==> config.mk <==
export PLATFORM = sky130hd
export DESIGN_NAME = mult_rr_sched
export DESIGN_NICKNAME = d
export VERILOG_FILES = /design/src/rtl/mult_rr_sched.sv
export SDC_FILE = /design/constraint.sdc
export NUM_CORES = 1
export LEC_CHECK = 0
export CAP_MARGIN = 20
export CORE_MARGIN = 5
export CORE_UTILIZATION = 41
export DETAILED_ROUTE_END_ITERATION = 8
export GPL_TIMING_DRIVEN = 0
export HOLD_SLACK_MARGIN = 0.06
export PLACE_DENSITY_LB_ADDON = 0.05
export SYNTH_ARGS = -nofsm -noshare
export SYNTH_HDL_FRONTEND = slang
export SYNTH_SLANG_ARGS = --single-unit
==> constraint.sdc <==
create_clock -name clk -period 1.9 [get_ports clk]
set_input_delay 0.38 -clock clk [delete_from_list [all_inputs] [get_ports clk]]
set_output_delay 0.38 -clock clk [all_outputs]
set_load 0.1 [all_outputs]
==> src/rtl/mult_rr_sched.sv <==
// Round-robin front end that shares one iterative itmult between
// two requesters, returning each product with a one-cycle done pulse.
module mult_rr_sched #(
  parameter int SIZE = 6
) (
  input  logic              clk,
  input  logic              reset,
  input  logic [1:0]        req,
  input  logic [SIZE-1:0]   a0,
  input  logic [SIZE-1:0]   b0,
  input  logic [SIZE-1:0]   a1,
  input  logic [SIZE-1:0]   b1,
  output logic [1:0]        gnt,
  output logic [1:0]        done,
  output logic [2*SIZE-1:0] P,
  output logic              err,
  output logic              busy,
  output logic [SIZE-1:0]   mA,
  output logic [SIZE-1:0]   mB,
  output logic              mstart,
  input  logic [SIZE-1:0]   mHM,
  input  logic [SIZE-1:0]   mLM,
  input  logic              mfin
);

  localparam int KW = $clog2(SIZE + 1);

  typedef enum logic [1:0] {
    S_IDLE,
    S_LOAD,
    S_RUN,
    S_DONE
  } state_t;

  state_t            r_state;
  logic [1:0]        r_gnt;
  logic [1:0]        r_done;
  logic [2*SIZE-1:0] r_P;
  logic              r_err;
  logic              r_busy;
  logic              r_mstart;
  logic [SIZE-1:0]   r_mA;
  logic [SIZE-1:0]   r_mB;
  logic              r_ptr;
  logic              r_early;
  logic [KW-1:0]     r_k;

  logic w_pick1;
  logic w_last;

  // requester 1 wins when alone, or when both ask and ptr names it
  assign w_pick1 = req[1] & (~req[0] | r_ptr);
  // r_k holds completed RUN cycles, so SIZE means the final cycle
  assign w_last  = (r_k == KW'(SIZE));

  always_ff @(posedge clk or posedge reset) begin
    if (reset) begin
      r_state  <= S_IDLE;
      r_gnt    <= '0;
      r_done   <= '0;
      r_P      <= '0;
      r_err    <= 1'b0;
      r_busy   <= 1'b0;
      r_mstart <= 1'b0;
      r_mA     <= '0;
      r_mB     <= '0;
      r_ptr    <= 1'b0;
      r_early  <= 1'b0;
      r_k      <= '0;
    end else begin
      unique case (r_state)
        S_IDLE: begin
          if (|req) begin
            r_gnt   <= w_pick1 ? 2'b10 : 2'b01;
            r_mA    <= w_pick1 ? a1 : a0;
            r_mB    <= w_pick1 ? b1 : b0;
            r_busy  <= 1'b1;
            r_state <= S_LOAD;
          end
        end
        S_LOAD: begin
          r_k      <= '0;
          r_early  <= 1'b0;
          r_mstart <= 1'b1;
          r_state  <= S_RUN;
        end
        S_RUN: begin
          if (w_last) begin
            r_P      <= {mHM, mLM};
            r_err    <= r_early | ~mfin;
            r_mstart <= 1'b0;
            r_done   <= r_gnt;
            r_state  <= S_DONE;
          end else begin
            r_k <= r_k + KW'(1);
            if (mfin) r_early <= 1'b1;
          end
        end
        S_DONE: begin
          r_ptr   <= r_gnt[0];
          r_gnt   <= '0;
          r_done  <= '0;
          r_busy  <= 1'b0;
          r_state <= S_IDLE;
        end
        default: r_state <= S_IDLE;
      endcase
    end
  end

  assign gnt    = r_gnt;
  assign done   = r_done;
  assign P      = r_P;
  assign err    = r_err;
  assign busy   = r_busy;
  assign mstart = r_mstart;
  assign mA     = r_mA;
  assign mB     = r_mB;

endmodule

# ---- After elaboration in Yosys (flattened, before gate mapping)
# Cells that the tools add are included.
dict set report word_totals {
  reg_bits 38
  input_bits 41
}
dict set report classes {
  addsub 1
  n_eq_ne 8
  muxes 19
  n_bitwise 5
  n_reduce_logical 13
}
# operator count
set ops {}
lappend ops {{$reduce_and 2->1} 7}
lappend ops {{$mux 6} 2}
lappend ops {{$mux 2} 5}
lappend ops {{$ne 2x2->1 const B} 4}
lappend ops {{$pmux 2 s2} 2}
lappend ops {{$pmux 2 s4} 1}
lappend ops {{$pmux 1 s2} 3}
lappend ops {{$pmux 3 s2} 1}
lappend ops {{$reduce_bool 2->1} 3}
lappend ops {{$eq 2x2->1 const B} 2}
lappend ops {{$mux 1} 4}
lappend ops {{$add 3x1->3 const B} 1}
lappend ops {{$eq 3x3->1 const B} 1}
lappend ops {{$mux 3} 1}
lappend ops {{$reduce_and 3->1} 1}
lappend ops {{$eq 2x1->1 const B} 1}
lappend ops {{$logic_not 2->1} 1}
lappend ops {{$not 1->1} 2}
lappend ops {{$or 1x1->1} 2}
lappend ops {{$reduce_or 2->1} 1}
lappend ops {{$and 1x1->1} 1}

# ---- Logic depth before layout (Yosys ltp)
dict set report depth {
  ltp_word 6
  mapped_depth 6
  depth_no_buf 5
}

# ---- Worst setup path after synthesis
# OpenSTA, ideal clock, no wires.
dict set report synth_timing {
  path_type {register to register}
  startpoint {register r_state[0]}
  endpoint {register r_k[1]}
  t_arrival_ns 1.351
  required_ns 1.773
  setup_slack_ns 0.421
  path_stages_with_launch 7
  n_path_buf 1
  period_less_slack_ns 1.479
  path_cell_list {dfrtp_1 inv_1 ha_1 nand3_1 buf_4 nand2_2 mux2_1}
}
dict set report synth_via {
  elab_chain_cells 3
  word_cells_on_any_way 6
  classes_between {3 x eq/ne; 1 x mux; 2 x reduce/logical}
}
# element line
set synth_rtl {}
lappend synth_rtl {{start: declaration} 35} ;# state_t r_state;
lappend synth_rtl {{start signal: assignment} 58} ;# r_state <= S_IDLE;
lappend synth_rtl {{start signal: assignment} 78} ;# r_state <= S_LOAD;
lappend synth_rtl {{start signal: assignment} 85} ;# r_state <= S_RUN;
lappend synth_rtl {{$eq 2x2->1 / $eq 2x1->1 (equally long branches)} 71} ;# unique case (r_state)
lappend synth_rtl {{$ne 2x2->1 (no source line) / $reduce_bool 2->1 (equally long branches)} -}
lappend synth_rtl {{$reduce_and 2->1 (no source line)} -}
lappend synth_rtl {{end signal: assignment} 95} ;# r_k <= r_k + KW'(1);
lappend synth_rtl {{end: declaration} 46} ;# logic [KW-1:0] r_k;
# Parallel ways exist; a longest one is shown, timed or not.
# A chain may end at the register's enable or synchronous reset.

# ---- Worst setup path in the final report
dict set report layout_timing {
  startpoint {register r_mA[1], in the netlist mA[1]}
  endpoint {output mA[1]}
}
# element line
set layout_lines {}
lappend layout_lines {{start: declaration} 42} ;# logic [SIZE-1:0] r_mA;
lappend layout_lines {{start signal: assignment} 75} ;# r_mA <= w_pick1 ? a1 : a0;
lappend layout_lines {{end: declaration} 18} ;# output logic [SIZE-1:0] mA,
# No word-level cell between the ends.

==> results.ini <==
[outcome]
outcome = finished, final reports clean

[logic_synthesis]
yosysMostFrequentCell = dfrtp_1
synthAdderAreaFrac = 0.0487
ys.flop_type = dfrtp_1
syn-num-nets = 212
ys_top_cells_by_area = dfrtp_1, mux2_1, ha_1
synth-edff-count = 0
yosys.area_share.simple = 0.137
synth_top_family_by_area = simple AND/OR/NAND/NOR gates
syn_inst = 164
ys_top_cells_by_count = dfrtp_1, nand3_1, o21ai_1
synth-seq-cells = 38
syn-cell-area_sq_um = 1800
synthMuxAreaShare = 0.118
synth.distinct_cells = 29
synth-xor-area-share = 0
avgSynthCellArea_sq_um = 11.0
synth_compound_area_frac = 0.121
ys_warn_count = 0
ys_seq_area_frac = 0.529
async_flop_share = 1.00
synth_top_cell_by_area = dfrtp_1
synth_top_area_share = 0.529

[worst_setup_path]
crit_path_end_kind = primary output
path_max_fanout = 2
crit_start = mA[1]$_DFFE_PP0P_
worstPathArrival_ps = 1490
required_ps = 1520
cp.depth = 1
cpMaxStageDelayCell = clkdlybuf4s15_1
crit_chain = clkdlybuf4s15_1
r2r_slack_ps = 270
slowest_delay_ps = 830
endpoint = mA[1]
critical_path_class = flop to primary output
rr_startpoint = r_state[0]$_DFFE_PP0P_
startpoint_type = flop
reg2regPathDepth = 6
critical-path-top-delay-family = buffers and inverters
r2r_end = r_k[1]$_DFFE_PP0P_
critPathBufInv = 1

[place]
gp_congestion = 0.784
dp_slack_ps = -4.64
port_buffers = 70
placed_area_sq_um = 2560
dp_hpwl_um = 3280

[detailed_routing]
met2_length_um = 2020
wl_per_cell_um = 14.6
drc = 0
routed_wirelength_um = 4280
antenna_left = 0
drtIter0Drc = 80
wl_met3_um = 359
met1_length_um = 1840
via_per_inst = 5.14
top_layer_used = met4
firstDrtPassIters = 4
via_count = 1511

[timing]
holdWs_ps = 390
final_hold_viol_count = 0
rsz0062_at_grt = false
setup_tns_ps = 0
fin_crit_ps = 1870
fmax_mhz = 534
tightestPinTransition_ps = 978
setup_violations = 0
slew_violations = 0
setup_ws_ps = 27.2
post-route-period-util = 0.986
finalClockSkew_ps = 8.94
slew_headroom = 0.350

[clocking]
clk_pin_slew_ps = 80
cts_hold_buf = 0
cts_tree = built
root_buffer = clkbuf_8
htreeDepth = 2
clockBufferDepth = 2
clkSinkCount = 38
cts_buffers = 5
clkLatencyLatePin_ps = 290

[power_and_ir_drop]
ir_worst_vdd_mv = 0.961
pwr-share-comb = 0.615
switchingPower_uw = 2690
intPower_uw = 2090
switching_share = 0.562
power.density_nw_per_um2 = 1830
pwr-share-clk = 0.121
p_leak_uw = 0.00115
seq_power_share = 0.264

[layout]
finalNetCount = 289
stdcell_area_sq_um = 2610
drive_gt1_frac = 0.153
n_antenna_cell = 0
syn_to_final_growth_pct = 45.1

[job]
drv_cap = 0

[floorplan]
row_count = 24
die-area_sq_um = 5810
core_sq_um = 4290
fp.dieH_um = 76.2
initial_core_util = 0.418
ioPinCount = 72
die_width_um = 76.2

[hold_path]
hp-start = req[1]
min_path_type = input port to flop
hold_depth = 3

[global_route]
grt_max_degree = 39
grt_overflow = 0
grt_use_total = 0.154
grt_pass1_wl_um = 7450
grt_pass1_vias = 1544
antenna_found_initial = 0

## routing by layer
layer | global-route usage | vias to the layer above
met5 | 0 | -
met4 | 0.0507 | 0
met3 | 0.0544 | 7
met2 | 0.244 | 66
met1 | 0.197 | 707
li1 | - | 731
## per-stage QoR
step           total power (uW)  utilization  cells
2_1_floorplan              3630            -    164
4_1_cts                    4830        0.613    294
6_report                   4780        0.607    294
3_3_place_gp               4330        0.597    286
3_5_place_dp               4380        0.597    286
5_1_grt                    5020        0.607    294
## final cells by class
cell class | count | area (sq um)
Tap cell | 52 | 65.1
Fill cell | 372 | 1690
Inverter | 6 | 22.5
Sequential cell | 38 | 951
Timing Repair Buffer | 70 | 651
Buffer | 9 | 58.8
Clock inverter | 2 | 12.5
Multi-Input combinational cell | 111 | 764
Clock buffer | 6 | 82.6
## cell usage in the layout (no fill, tap or decap), types with 2 or more instances in the layout
master / count
clkbuf_8: 6
nor2b_1: 2
buf_4: 3
a31oi_1: 12
inv_1: 5
nor2_1: 14
nand3_1: 17
nand2_1: 8
nand2b_1: 3
clkdlybuf4s15_1: 15
ha_1: 7
o21ai_1: 16
o21ai_0: 2
clkdlybuf4s15_2: 3
mux2i_1: 4
clkdlybuf4s50_1: 39
dfrtp_1: 38
buf_2: 5
dlygate4sd2_1: 3
mux2_1: 13
clkbuf_2: 10
## how the worst min path moves through the flow
stage	slack, ps	end
finish	390	mA[2]$_DFFE_PP0P_
global route	400	mA[2]$_DFFE_PP0P_
CTS	380	mA[2]$_DFFE_PP0P_
detailed placement	480	P[8]$_DFFE_PP0P_
global placement	470	P[7]$_DFFE_PP0P_
floorplan	460	r_early$_DFFE_PP0P_
## kinds of logic after synthesis
kind of cell	Yosys count
DFF	38
AOI/OAI and AO/OA	36
buffers and inverters	15
adders and majority gates	7
and+or+nand+nor	49
muxes	19
## registers in the layout, summed over array words and instances (netlist names)
name	flops
P	12
busy	1
mB	6
mstart	1
r_ptr	1
mA	6
done	2
r_k	3
r_state	2
err	1
r_early	1
gnt	2
## power by group through the flow
stage          registers, uW  clock network (uW)  logic [uW]
2_1_floorplan           2830                   0         795
3_3_place_gp            1260                   0        3060
3_5_place_dp            1280                   0        3100
4_1_cts                 1260                 595        2980
5_1_grt                 1310                 626        3090
6_report                1260                 576        2940
## timing repair
item / 4_1_cts / 5_1_grt
resized for setup: 43 / 29
buffers inserted: 0 / 0
endpoints found under the setup margin: 31 / 24
Note: power is estimated with default switching activity, not from simulation.
